`src/rtl/bdos_pkg.sv`:
```
// Shared definitions for the CP/M BDOS console responder.
// The RX state exists only when BDOS_CONIN_EN is defined.
package bdos_pkg;

  localparam logic [7:0] BDOS_CONIN  = 8'd1;
  localparam logic [7:0] BDOS_CONOUT = 8'd2;
  localparam logic [7:0] BDOS_PRINT  = 8'd9;
  localparam logic [7:0] BDOS_TERM   = 8'h24;

  typedef enum logic [2:0] {
    ST_IDLE,
    ST_FETCH,
    ST_WAIT,
    ST_SEND,
`ifdef BDOS_CONIN_EN
    ST_RX,
`endif
    ST_DONE
  } state_e;

endpackage

```
`src/rtl/bdos_console.sv`:
```
// BDOS console responder: serves function 2 (print char) and function 9
// (print '$'-terminated string) while stalling the CPU through busy.
// Optional macro BDOS_CONIN_EN adds function 1 (console input with echo)
// and the rx_*/a_* ports.
module bdos_console
  import bdos_pkg::*;
#(
  parameter int MAX_LEN = 1024
) (
  input  logic        clk,
  input  logic        rst_n,
  input  logic        trap,
  input  logic [7:0]  func,
  input  logic [15:0] arg,
  output logic        busy,
  output logic        done,
  output logic        bad_func,
  output logic [15:0] mem_addr,
  output logic        mem_rd,
  input  logic [7:0]  mem_data,
  output logic [7:0]  tx_data,
  output logic        tx_valid,
  input  logic        tx_ready
`ifdef BDOS_CONIN_EN
  ,
  input  logic [7:0]  rx_data,
  input  logic        rx_valid,
  output logic        rx_ready,
  output logic [7:0]  a_out,
  output logic        a_we
`endif
);

  localparam int CW = $clog2(MAX_LEN + 1);
  localparam logic [CW-1:0] MAX_CNT = CW'(MAX_LEN);

  state_e        state_q, state_d;
  logic [7:0]    func_q, func_d;
  logic [15:0]   ptr_q, ptr_d;
  logic [CW-1:0] cnt_q, cnt_d;
  logic [7:0]    byte_q, byte_d;
  logic          bad_q, bad_d;
`ifdef BDOS_CONIN_EN
  logic [7:0]    a_q, a_d;
  logic          a_we_q, a_we_d;
`endif

  // State and datapath registers; reset puts everything back to IDLE at once.
  // NOTE: sequential state uses non-blocking (<=) so every register samples
  // the pre-edge values; blocking here would create order-dependent races.
  always_ff @(posedge clk or negedge rst_n) begin
    if (!rst_n) begin
      state_q <= ST_IDLE;
      func_q  <= '0;
      ptr_q   <= '0;
      cnt_q   <= '0;
      byte_q  <= '0;
      bad_q   <= 1'b0;
`ifdef BDOS_CONIN_EN
      a_q     <= '0;
      a_we_q  <= 1'b0;
`endif
    end else begin
      state_q <= state_d;
      func_q  <= func_d;
      ptr_q   <= ptr_d;
      cnt_q   <= cnt_d;
      byte_q  <= byte_d;
      bad_q   <= bad_d;
`ifdef BDOS_CONIN_EN
      a_q     <= a_d;
      a_we_q  <= a_we_d;
`endif
    end
  end

  // Next-state and datapath update for the call sequencer.
  // NOTE: every signal gets its hold value first so no path leaves it
  // unassigned, which would otherwise infer a latch.
  always_comb begin
    state_d = state_q;
    func_d  = func_q;
    ptr_d   = ptr_q;
    cnt_d   = cnt_q;
    byte_d  = byte_q;
    bad_d   = bad_q;
`ifdef BDOS_CONIN_EN
    a_d     = a_q;
    a_we_d  = 1'b0;
`endif
    unique case (state_q)
      ST_IDLE: begin
        if (trap) begin
          func_d = func;
          cnt_d  = '0;
          bad_d  = 1'b0;
          if (func == BDOS_CONOUT) begin
            byte_d  = arg[7:0];
            state_d = ST_SEND;
          end else if (func == BDOS_PRINT) begin
            ptr_d   = arg;
            state_d = ST_FETCH;
`ifdef BDOS_CONIN_EN
          end else if (func == BDOS_CONIN) begin
            state_d = ST_RX;
`endif
          end else begin
            bad_d   = 1'b1;
            state_d = ST_DONE;
          end
        end
      end
      ST_FETCH: state_d = ST_WAIT;
      ST_WAIT: begin
        // The read issued in FETCH lands here; '$' ends the string unsent.
        if (mem_data == BDOS_TERM) begin
          state_d = ST_DONE;
        end else if (cnt_q == MAX_CNT) begin
          bad_d   = 1'b1;
          state_d = ST_DONE;
        end else begin
          byte_d  = mem_data;
          state_d = ST_SEND;
        end
      end
      ST_SEND: begin
        if (tx_ready) begin
          if (func_q == BDOS_PRINT) begin
            ptr_d   = ptr_q + 16'd1;
            cnt_d   = cnt_q + CW'(1);
            state_d = ST_FETCH;
          end else begin
            state_d = ST_DONE;
          end
        end
      end
`ifdef BDOS_CONIN_EN
      ST_RX: begin
        if (rx_valid) begin
          byte_d  = rx_data;
          a_d     = rx_data;
          a_we_d  = 1'b1;
          state_d = ST_SEND;
        end
      end
`endif
      ST_DONE: state_d = ST_IDLE;
      default: state_d = ST_IDLE;
    endcase
  end

  // Outputs are decoded purely from registered state and latched data.
  assign busy     = (state_q != ST_IDLE);
  assign done     = (state_q == ST_DONE);
  assign bad_func = (state_q == ST_DONE) && bad_q;
  assign mem_rd   = (state_q == ST_FETCH);
  assign mem_addr = ptr_q;
  assign tx_valid = (state_q == ST_SEND);
  assign tx_data  = byte_q;
`ifdef BDOS_CONIN_EN
  assign rx_ready = (state_q == ST_RX);
  assign a_out    = a_q;
  assign a_we     = a_we_q;
`endif

endmodule

```
`config.mk`:
```
export PLATFORM = sky130hd
export DESIGN_NAME = bdos_console
export DESIGN_NICKNAME = d
export VERILOG_FILES = /design/src/rtl/bdos_pkg.sv /design/src/rtl/bdos_console.sv
export SDC_FILE = /design/constraint.sdc
export NUM_CORES = 1
export LEC_CHECK = 0
export CAP_MARGIN = 20
export CORE_MARGIN = 8
export CORE_UTILIZATION = 40
export CTS_BUF_LIST = sky130_fd_sc_hd__clkbuf_4
export DETAILED_ROUTE_END_ITERATION = 8
export PLACE_DENSITY = 0.81
export SYNTH_ARGS = -nofsm -noshare
export SYNTH_HDL_FRONTEND = slang
export SYNTH_SLANG_ARGS = --single-unit
export TNS_END_PERCENT = 10
```
`constraint.sdc`:
```
create_clock -name clk -period 2 [get_ports clk]
set_input_delay 0.3 -clock clk [delete_from_list [all_inputs] [get_ports clk]]
set_output_delay 0.3 -clock clk [all_outputs]
set_load 0.02 [all_outputs]
```
* After elaboration in Yosys (flattened, before gate mapping)
Index checks and enable logic that the tools add are counted. W data, S select, Z words.
Storage, ports and cells: output and inout port bits 29, flip-flop bits (word level) 47
Operators by class: reductions and logical operators 11, add/subtract/negate cells 2, multiplexer cells 29, equality and inequality tests 18
Operator list (count):
- $mux W16 | 5
- $mux W11 | 3
- $mux W8 | 4
- $pmux W16 S2 | 1
- $pmux W11 S2 | 1
- $mux W3 | 7
- $add A16 B1 Y16 const B | 1
- $eq A8 B4 Y1 const B | 2
- $pmux W8 S2 | 1
- $ne A2 B2 Y1 const B | 7
- $pmux W3 S4 | 1
- $add A11 B1 Y11 const B | 1
- $eq A11 B11 Y1 const B | 1
- $eq A8 B2 Y1 const B | 1
- $eq A8 B6 Y1 const B | 1
- $reduce_and A4 Y1 | 2
- $eq A3 B2 Y1 const B | 2
- $reduce_and A6 Y1 | 1
- $mux W1 | 5
- $reduce_and A5 Y1 | 1
- $ne A2 B1 Y1 const B | 2
- $reduce_and A2 Y1 | 2
- $reduce_bool A2 Y1 | 2
- $eq A3 B1 Y1 const B | 1
- other kinds (5) | 5

* Longest topological paths before layout
Gate-level depths: netlist of run 1.
depth after elaboration 5, gate-level depth with buffers 7

* Worst setup path after synthesis of run 1
OpenSTA, ideal clock, no wires.
path kind register to register, start point register func_q[5], end point register ptr_q[0], in the netlist mem_addr[0], arrival time 1785 ps, stages on the path, launching flop included 7, path slack 79 ps, required time 1865 ps, setup time 135 ps, cell sequence dfrtp_1 or4_4 o31a_1 buf_6 buf_6 o31ai_1 o31ai_1
On the way: longest elaborated chain between the ends 3
Ends and longest elaborated chain:
- from (decl) | RTL line bdos_console.sv:38 | logic [7:0] func_q, func_d;
- from (signal assigned) | RTL line bdos_console.sv:65 | func_q <= func_d;
- $eq A8 B4 Y1 | RTL line bdos_console.sv:128 | if (func_q == BDOS_PRINT) begin
- $ne A2 B1 Y1 (no line)
- $reduce_and A6 Y1 (no line)
- to (signal assigned) | RTL line bdos_console.sv:66 | ptr_q <= ptr_d;
- to (decl) | RTL line bdos_console.sv:39 | logic [15:0] ptr_q, ptr_d;
Every way passes these cells. A chain may end at the register's enable or synchronous reset.

* Worst setup path after layout of run 1
start point register func_q[6], end point register ptr_q[0], in the netlist mem_addr[0]
The elaborated chain is that of the path after synthesis.

==> impl_metrics.env, run 1 <==
export IMPL_holdWs_ns=0.00715
export IMPL_tightest_slew_ns=0.619
export IMPL_clkSinkCount=47
export IMPL_grt_util_met1_pct=20.1
export IMPL_grt_max_degree=48
export IMPL_cts_tree="yes"
export IMPL_portBuffers=64
export IMPL_wire_per_inst_um=16.6
export IMPL_netlist_area_um2=2800
export IMPL_worstPathArrival_ns=2.27
export IMPL_fin_cells=491
export IMPL_die_w_um=99.7
export IMPL_synth_top_area_cell="dfrtp_1"
export IMPL_syn_avg_cell_area_um2=9.49
export IMPL_dp_slack_ns=-0.376
export IMPL_drtIter0Drc=123
export IMPL_drtAntennaViolNets=0
export IMPL_htreeDepth=2
export IMPL_grt_pass1_wl_um=13400
export IMPL_cap_violations=0
export IMPL_grt_antenna_before_repair=0
export IMPL_critPathLaunchType="register"
export IMPL_yosysSeqAreaShare_pct=42.0
export IMPL_hold_viol_final=0
export IMPL_drive_above_1_share_pct=25.8
export IMPL_synth_most_common_cell="dfrtp_1"
export IMPL_grt_overflow=0
export IMPL_finalCritPeriodShare_pct=100
export IMPL_dp_hpwl_um=6110
export IMPL_chipHeight_um=99.7
export IMPL_nets=433
export IMPL_fin_util_pct=59.1
export IMPL_status="finished, violations left"
export IMPL_critPathCaptureType="register"
export IMPL_antenna_cells=0
export IMPL_min_path_type="input port to asynchronous set/reset pin"
export IMPL_slew_violations=0
export IMPL_core_rowCount=30
export IMPL_clkLatencyLatePin_ns=0.37
export IMPL_root_buffer="clkbuf_4"
export IMPL_synthTopCellsByArea="dfrtp_1 (42%), mux2_2 (6.8%), nand2_1 (5.6%), a21oi_1 (2.5%), a2bb2oi_1 (2.5%)"
export IMPL_rsz0062_at_grt="true"
export IMPL_grtUsageMet2_pct=26.9
export IMPL_io_pins=65
export IMPL_synth_top_flop_cell="dfrtp_1"
export IMPL_peakVddDrop_mv=0.417
export IMPL_skew_ns=0.0105
export IMPL_p_per_area_nw_per_um2=788
export IMPL_core_area_um2=6790
export IMPL_hold_buffers=0
export IMPL_dieArea_um2=9930
export IMPL_num_vias=2827
export IMPL_routed_wl_um=8160
export IMPL_crit_fanout=6
export IMPL_grt_use_met3_pct=4.26
export IMPL_fin_ws_ns=-0.00375
export IMPL_synth_common_cells="dfrtp_1 (47), nand2_1 (42), mux2_2 (17), a21oi_1 (14), o21ai_0 (13)"
export IMPL_violations="negative setup slack"
export IMPL_place_inst=479
export IMPL_grt_busiest_layer="met2"
export IMPL_fin_crit_ns=2.00
export IMPL_drcViolationCount=0
export IMPL_area_delta_synth_final_pct=43.4
export IMPL_syn_nets=334
export IMPL_synth_edf_count=0
export IMPL_initial_core_util_pct=41.2
export IMPL_numCtsBuffers=5
export IMPL_fmax_ghz=0.499
export IMPL_yosysTopAreaCellShare_pct=42.0
export IMPL_clock_path_buffers=2
export IMPL_synth_seq_cells=47
export IMPL_crit_type="register to register"
export IMPL_synthesis_instances=295
export IMPL_p_leak_nw=1.67
export IMPL_slew_headroom_pct=58.7
export IMPL_grt_use_total_pct=16.2
export IMPL_synthArstFlopShare_pct=100
export IMPL_yosys_warnings=0
export IMPL_clk_pin_slew_worst_paths_ns=0.14
export IMPL_setup_viol=1
export IMPL_required_ns=2.26
export IMPL_grt_pass1_vias=2797
export IMPL_finalWeightedCongestion=0.845
export IMPL_vias_per_cell=5.76
export IMPL_drt_pass1_iter_count=5
export IMPL_synth_cell_types=57
-- worst max-delay path, cell delays in order (launching register included) --
cell,delay [ns]
dfrtp_1,0.42
or4_4,0.55
o31a_4,0.43
buf_6,0.15
o31ai_1,0.25
o31ai_1,0.11
-- what timing repair did --
| item | CTS | global route |
|---|---|---|
| cloned | 0 | 1 |
| endpoints found under the hold margin | 0 | 0 |
| setup buffers | 0 | 3 |
| resized for setup | 10 | 26 |
| pin swaps | 1 | 8 |
| endpoints found under the setup margin | 15 | 22 |
-- logic make-up (layout without fill, tap and decap cells) --
family	count (synthesis)	in the layout	synth area share, %
DFF	47	47	42.0
AOI/OAI and AO/OA	81	81	20.3
and+or+nand+nor	120	120	24.5
buffers and inverters	24	124	4.02
adders and majority gates	3	3	1.34
muxes	19	19	7.55
xor gates and xnor gates	1	1	0.313
-- power by group --
group / internal [mW] / total [mW] / switching [mW]
Clock: 0.129 / 0.444 / 0.315
Combinational: 0.681 / 1.32 / 0.635
Sequential: 1.15 / 1.40 / 0.260
-- registers in the layout, indices dropped and copies added (netlist names) --
| name | flops |
|---|---|
| mem_addr | 16 |
| cnt_q | 11 |
| func_q | 8 |
| tx_data | 8 |
| state_q | 3 |
| bad_q | 1 |
-- cell usage in the layout, fill, tap and decap left out, types with 7 or more instances in the layout --
| master | n |
|---|---|
| nand4_1 | 9 |
| a21oi_1 | 14 |
| nor3_2 | 8 |
| nor2_1 | 7 |
| nand2_1 | 41 |
| clkdlybuf4s50_1 | 58 |
| nand3_1 | 10 |
| buf_4 | 42 |
| o31ai_1 | 8 |
| dfrtp_1 | 45 |
| o21ai_0 | 11 |
| mux2_2 | 17 |
-- through the flow --
step / power, mW / TNS (ns) / cell area, um^2
2_1_floorplan: 1.99 / 0 / 2800
3_3_place_gp: 2.63 / -6.46 / 3820
3_5_place_dp: 2.67 / -7.53 / 3820
4_1_cts: 3.10 / -0.0229 / 3880
5_1_grt: 3.32 / -0.169 / 4020
6_report: 3.17 / -0.00375 / 4020
-- layout make-up --
type / instances / area, um^2
tap: 96 / 120
clock buffer: 5 / 37.5
clock inverter: 3 / 15.0
sequential: 47 / 1180
inverter: 6 / 22.5
multi-input combinational: 224 / 1620
fill: 584 / 2780
timing repair buffer: 110 / 1030
-- worst paths after layout --
check                            from           to  slack [ns]  cells after the start
max                         func_q[6]  mem_addr[0]      -0.004                      5
min reg2reg                tx_data[6]   tx_data[6]        0.53                      1
min                             rst_n    func_q[5]       0.007                      2
min in group clk              func[4]    func_q[4]        0.48                      3
max reg2reg                 func_q[6]  mem_addr[0]      -0.004                      5
max in group asynchronous       rst_n   state_q[0]        1.56                      2
-- routing by layer --
layer	share of wire, %	up-vias	wire length [um]
met5	0	-	0
met4	0.98	0	80
met3	6.0	10	490
met2	50	106	4070
met1	43	1373	3510
li1	-	1338	-
No activity file was read; power rests on OpenSTA's default activity.
==> run 2: changes to the inputs <==
--- a/config.mk
+++ b/config.mk
@@ -7,10 +7,10 @@
 export LEC_CHECK = 0
 export CAP_MARGIN = 20
 export CORE_MARGIN = 8
-export CORE_UTILIZATION = 40
+export CORE_UTILIZATION = 47
 export CTS_BUF_LIST = sky130_fd_sc_hd__clkbuf_4
 export DETAILED_ROUTE_END_ITERATION = 8
-export PLACE_DENSITY = 0.81
+export PLACE_DENSITY = 0.91
 export SYNTH_ARGS = -nofsm -noshare
 export SYNTH_HDL_FRONTEND = slang
 export SYNTH_SLANG_ARGS = --single-unit
==> constraint.sdc (replaced) <==
create_clock -name clk -period 1.8 [get_ports clk]
set_input_delay 0.27 -clock clk [delete_from_list [all_inputs] [get_ports clk]]
set_output_delay 0.27 -clock clk [all_outputs]
set_load 0.02 [all_outputs]
==> run 2 against run 1 <==
Effect of this change:
- the run ends with negative hold slack, negative setup slack left
- design area increased by 6.2%
- fmax increased by 2.4%
- largest cell class unchanged
- register-to-register slack got worse by 0.15 ns
- worst hold slack got worse by 0.043 ns
- routed wire length increased by 29%
- global-route usage increased by 4.5 points
- combinational power increased by 24%
- non-clock buffer count increased by 16
==> impl_metrics.env, run 2 (synthesis results as in run 1) <==
export IMPL_drtAntennaViolNets=0
export IMPL_rsz0062_at_grt="true"
export IMPL_antenna_cells=0
export IMPL_power_mw=3.71
export IMPL_slew_violations=0
export IMPL_routed_wl_um=10500
export IMPL_slew_headroom_pct=57.9
export IMPL_multi_input_comb_area_um2=1800
export IMPL_worstPathArrival_ns=2.23
export IMPL_holdWs_ns=-0.0358
export IMPL_drive_above_1_share_pct=34.7
export IMPL_tightest_slew_ns=0.631
export IMPL_cts_tree="yes"
export IMPL_grt_overflow=0
export IMPL_htreeDepth=2
export IMPL_required_ns=2.07
export IMPL_fin_ws_ns=-0.158
export IMPL_core_area_um2=5850
export IMPL_violations="negative hold slack, negative setup slack"
export IMPL_grt_pass1_wl_um=14500
export IMPL_fin_setup_tns_ns=-2.83
export IMPL_portBuffers=64
export IMPL_initial_core_util_pct=47.9
export IMPL_critPathCaptureType="register"
export IMPL_layout_commonest_cell="buf_4"
export IMPL_fillCellCount=373
export IMPL_die_w_um=93.2
export IMPL_setup_viol=32
export IMPL_wire_per_inst_um=21.7
export IMPL_hold_viol_final=47
export IMPL_drcViolationCount=0
export IMPL_drt_pass1_iter_count=6
export IMPL_cap_violations=0
export IMPL_root_buffer="clkbuf_4"
export IMPL_io_pins=65
export IMPL_hold_buffers=0
export IMPL_min_path_type="input port to asynchronous set/reset pin"
export IMPL_seq_area_um2=1180
export IMPL_crit_fanout=7
export IMPL_dp_hpwl_um=6500
export IMPL_status="finished, violations left"
export IMPL_cp_num_buf_inv=1
export IMPL_fmax_ghz=0.511
export IMPL_grtUsageMet2_pct=35.7
export IMPL_final_cell_mix="buf_4 (56), clkdlybuf4s50_1 (53), dfrtp_1 (46)"
export IMPL_crit_family="compound AO/OA/AOI/OAI gates"
export IMPL_core_rowCount=28
export IMPL_chipHeight_um=93.2
export IMPL_critPathLaunchType="register"
export IMPL_slowest_stage="or4_4"
export IMPL_skew_ns=0.0126
export IMPL_finalWeightedCongestion=0.954
export IMPL_fin_crit_ns=1.96
export IMPL_numCtsBuffers=5
export IMPL_path_cells="or4_4, o31a_4, buf_6, o31ai_4, o31ai_1"
export IMPL_clock_path_buffers=2
export IMPL_grt_max_degree=48
export IMPL_finalCritPeriodShare_pct=109
export IMPL_clk_pin_slew_worst_paths_ns=0.14
export IMPL_drtIter0Drc=326
export IMPL_grt_use_met3_pct=3.93
export IMPL_clkSinkCount=47
export IMPL_grt_antenna_before_repair=0
export IMPL_max_stage_delay_ns=0.60
export IMPL_peakVddDrop_mv=0.567
export IMPL_largest_register_ffs=16
export IMPL_clkLatencyLatePin_ns=0.39
export IMPL_grt_use_total_pct=20.7
export IMPL_area_delta_synth_final_pct=52.3
export IMPL_grt_util_met1_pct=23.8
export IMPL_grt_pass1_vias=3081
export IMPL_vias_per_cell=6.70
export IMPL_nets=449
export IMPL_grt_busiest_layer="met2"
export IMPL_p_per_area_nw_per_um2=870
export IMPL_dieArea_um2=8680
export IMPL_p_leak_nw=1.83
export IMPL_crit_type="register to register"
export IMPL_num_vias=3244
export IMPL_fin_util_pct=72.9
[run 2: cell count changes in the layout (fill, tap and decap cells not counted), moves of 5 or more]
cell,previous run,this run
buf_6,1,6
a21oi_2,1,6
a21oi_1,14,9
nor3_2,8,3
buf_4,42,56
clkdlybuf4s50_1,58,53
[run 2: metrics by stage]
stage	instance area, um^2	cells	hold slack, ns	setup WS, ns
final	4270	484	-0.0358	-0.158
after global routing	4270	484	0.0101	-0.221
after CTS	4040	481	0.00380	-0.124
after detailed placement	3890	473	0.407	-0.566
after global placement	3890	473	0.392	-0.488
after floorplan	2820	295	-0.0256	-0.0463
[run 2: final cells by class]
class | instances | share of cell area (%)
multi-input combinational | 224 | 42.2
clock buffer | 6 | 1.06
tap | 75 | 2.20
sequential | 47 | 27.6
timing repair buffer | 126 | 26.4
inverter | 6 | 0.528
[run 2: worst paths after layout]
check | startpoint | endpoint | slack (ns) | depth (start not counted)
setup / recovery | func_q[4] | mem_addr[0] | -0.16 | 5
hold / removal | rst_n | cnt_q[9] | -0.04 | 2
setup reg to reg | func_q[4] | mem_addr[0] | -0.16 | 5
hold reg to reg | tx_data[6] | tx_data[6] | 0.53 | 1
max in group asynchronous | rst_n | mem_addr[5] | 1.38 | 2
min in group clk | func[4] | func_q[4] | 0.49 | 3
[run 2: power breakdown]
part           internal [mW]  leakage, nW  switching (mW)
logic                  0.814         1.21           0.824
clock network          0.155       0.0276           0.343
registers               1.27        0.586           0.300
[run 2: routing by layer]
| layer | vias to the layer above | routed length, um |
|---|---|---|
| li1 | 1362 | - |
| met1 | 1553 | 3870 |
| met2 | 255 | 5190 |
| met3 | 74 | 882 |
| met4 | 0 | 554 |
| met5 | - | 0 |
[run 2: worst reg2reg max path: cells and delay by family, from the launching register on]
family	cells	cell delay (ns)
and+or+nand+nor	1	0.60
DFF	1	0.44
AOI/OAI and AO/OA	3	0.65
buffers and inverters	1	0.17
[run 2: repair_timing]
item,in CTS,in global routing
buffers inserted,2,3
setup endpoints to repair,40,44
resized for setup,46,43
pin swaps,15,15
==> run 3: changes to the inputs <==
--- a/config.mk
+++ b/config.mk
@@ -8,7 +8,7 @@
 export CAP_MARGIN = 20
 export CORE_MARGIN = 8
 export CORE_UTILIZATION = 47
-export CTS_BUF_LIST = sky130_fd_sc_hd__clkbuf_4
+export CTS_BUF_LIST = sky130_fd_sc_hd__clkbuf_4 sky130_fd_sc_hd__clkbuf_8
 export DETAILED_ROUTE_END_ITERATION = 8
 export PLACE_DENSITY = 0.91
 export SYNTH_ARGS = -nofsm -noshare
==> run 3 against run 2 <==
Effect of this change:
- the flow finishes with violations (negative setup slack)
- critical path depth unchanged
- combinational power increased by 2%
- die area unchanged
- routed wire length rose by 3.1%
- flip-flop and latch count unchanged
- power grew 4.5%
- via count is 0.92% lower
- count of clock-buffer cells in the layout is the same
- cell count unchanged
- clock skew shrank 0.0085 ns
- global-route usage increased by 0.85 points
- critical path type unchanged
- largest power group unchanged
- highest routed layer unchanged
==> impl_metrics.env, run 3 (synthesis results as in run 1) <==
export IMPL_status="finished, violations left"
export IMPL_violations="negative setup slack"
export IMPL_clkSinkCount=47
export IMPL_antenna_cells=0
export IMPL_fillCellCount=367
export IMPL_drcViolationCount=0
export IMPL_worst_path_stages=5
export IMPL_vias_per_cell=6.64
export IMPL_worstSetupStartpoint="func_q[4]"
export IMPL_routed_wl_um=10800
export IMPL_fin_crit_ns=1.95
export IMPL_tightest_slew_ns=0.636
export IMPL_fmax_ghz=0.513
export IMPL_setup_viol=35
export IMPL_finalWeightedCongestion=0.954
export IMPL_grt_overflow=0
export IMPL_wire_per_inst_um=22.3
export IMPL_finalCritPeriodShare_pct=108
export IMPL_crit_type="register to register"
export IMPL_htreeDepth=2
export IMPL_die_w_um=93.2
export IMPL_peakVddDrop_mv=0.670
export IMPL_dieArea_um2=8680
export IMPL_layout_commonest_cell="buf_4"
export IMPL_grt_use_total_pct=21.5
export IMPL_r2r_start="func_q[4]"
export IMPL_grt_pass1_vias=3203
export IMPL_drtIter0Drc=508
export IMPL_drtAntennaViolNets=0
export IMPL_num_vias=3214
export IMPL_swShare_pct=38.2
export IMPL_reg2reg_to="mem_addr[11]"
export IMPL_required_ns=2.04
export IMPL_crit_fanout=7
export IMPL_cp_num_buf_inv=1
export IMPL_fin_ws_ns=-0.150
export IMPL_internal_power_mw=2.40
export IMPL_core_area_um2=5850
export IMPL_initial_core_util_pct=47.9
export IMPL_r2r_setup_slack_ns=-0.15
export IMPL_drive_above_1_share_pct=34.7
export IMPL_p_switching_mw=1.48
export IMPL_area_delta_synth_final_pct=53.9
export IMPL_worst_r2r_cell_count=5
export IMPL_portBuffers=64
export IMPL_numCtsBuffers=5
export IMPL_p_comb_share_pct=43.3
export IMPL_skew_ns=0.00408
export IMPL_crit_path_end="mem_addr[11]"
export IMPL_drt_pass1_iter_count=5
export IMPL_fin_cells=484
export IMPL_cap_violations=0
export IMPL_slew_violations=0
export IMPL_path_cells="or4_4, o31a_4, buf_12, nor3_2, o22a_1"
export IMPL_core_rowCount=28
export IMPL_grt_pass1_wl_um=15000
export IMPL_seqPwrFrac_pct=40.9
export IMPL_chipHeight_um=93.2
export IMPL_root_buffer="clkbuf_8"
export IMPL_max_stage_delay_ns=0.60
export IMPL_clkLatencyLatePin_ns=0.30
export IMPL_min_path_type="input port to asynchronous set/reset pin"
export IMPL_nets=449
export IMPL_dp_slack_ns=-0.566
export IMPL_cts_tree="yes"
export IMPL_p_per_area_nw_per_um2=900
export IMPL_pwr_share_clk_pct=15.8
export IMPL_dp_hpwl_um=6500
export IMPL_grt_antenna_before_repair=0
export IMPL_hold_viol_final=0
export IMPL_worstPathArrival_ns=2.19
export IMPL_io_pins=65
export IMPL_critPathLaunchType="register"
export IMPL_grt_max_degree=48
export IMPL_clk_pin_slew_worst_paths_ns=0.08
export IMPL_crit_family="simple AND/OR/NAND/NOR gates"
export IMPL_critPathCaptureType="register"
export IMPL_slew_headroom_pct=57.6
export IMPL_clock_path_buffers=2
export IMPL_final_cell_mix="buf_4 (56), clkdlybuf4s50_1 (55), dfrtp_1 (46)"
export IMPL_rsz0062_at_grt="true"
export IMPL_p_leak_nw=1.84
export IMPL_slowest_stage="or4_4"
export IMPL_place_inst=473
export IMPL_hold_buffers=0
export IMPL_largest_register_ffs=16
run 3: cell types whose count changed in the layout (fill, tap and decap cells not counted), sizes merged:
| cell | delta |
|---|---|
| dlygate4sd2 | +1 |
| clkdlybuf4s50 | +2 |
| dlymetal6s2s | -3 |
run 3: what timing repair did:
item,4_1_cts,5_1_grt
setup endpoints to repair,41,45
resized for setup,46,47
buffers inserted,2,3
pin swaps,14,15
run 3: power by group through the flow:
stage / logic [mW] / clock network [mW] / registers, mW
finish: 1.68 / 0.612 / 1.59
global route: 1.76 / 0.650 / 1.61
CTS: 1.52 / 0.611 / 1.53
detailed placement: 1.47 / 0 / 1.54
global placement: 1.43 / 0 / 1.53
floorplan: 0.491 / 0 / 1.73
run 3: worst min-delay path by stage:
stage	endpoint	slack, ns	from
after CTS	cnt_q[10]	0.09	rst_n
after global routing	func_q[0]	0.10	rst_n
final	func_q[0]	0.05	rst_n
after detailed placement	func_q[0]	0.41	rst_n
after global placement	func_q[0]	0.39	rst_n
after floorplan	bad_q	-0.03	rst_n
run 3: metal layers:
| layer | track usage [%] | vias to the layer above | share of wire [%] | wire (um) |
|---|---|---|---|---|
| met1 | 23.6 | 1533 | 36 | 3920 |
| met5 | 0 | - | 0 | 0 |
| li1 | - | 1360 | - | - |
| met2 | 36.9 | 253 | 50 | 5410 |
| met4 | 14.5 | 0 | 4.9 | 530 |
| met3 | 4.49 | 68 | 8.9 | 957 |
run 3: final cells by class:
type	count	area, um^2	share of cell area [%]
inverters	6	22.5	0.522
repair buffers	126	1120	25.9
flip-flops and latches	47	1180	27.3
clock buffers	6	76.3	1.77
well taps	75	93.8	2.18
multi-input cells	224	1820	42.3
run 3: metrics by stage:
step / instance area (um^2) / util, % / TNS [ns] / hold slack (ns) / power (mW)
2_1_floorplan: 2820 / - / -0.734 / -0.0256 / 2.22
3_3_place_gp: 3890 / 66.5 / -13.11 / 0.392 / 2.96
5_1_grt: 4310 / 73.7 / -5.04 / 0.103 / 4.03
6_report: 4310 / 73.7 / -3.05 / 0.0530 / 3.88
3_5_place_dp: 3890 / 66.5 / -14.88 / 0.407 / 3.02
4_1_cts: 4100 / 70.0 / -1.68 / 0.0890 / 3.66
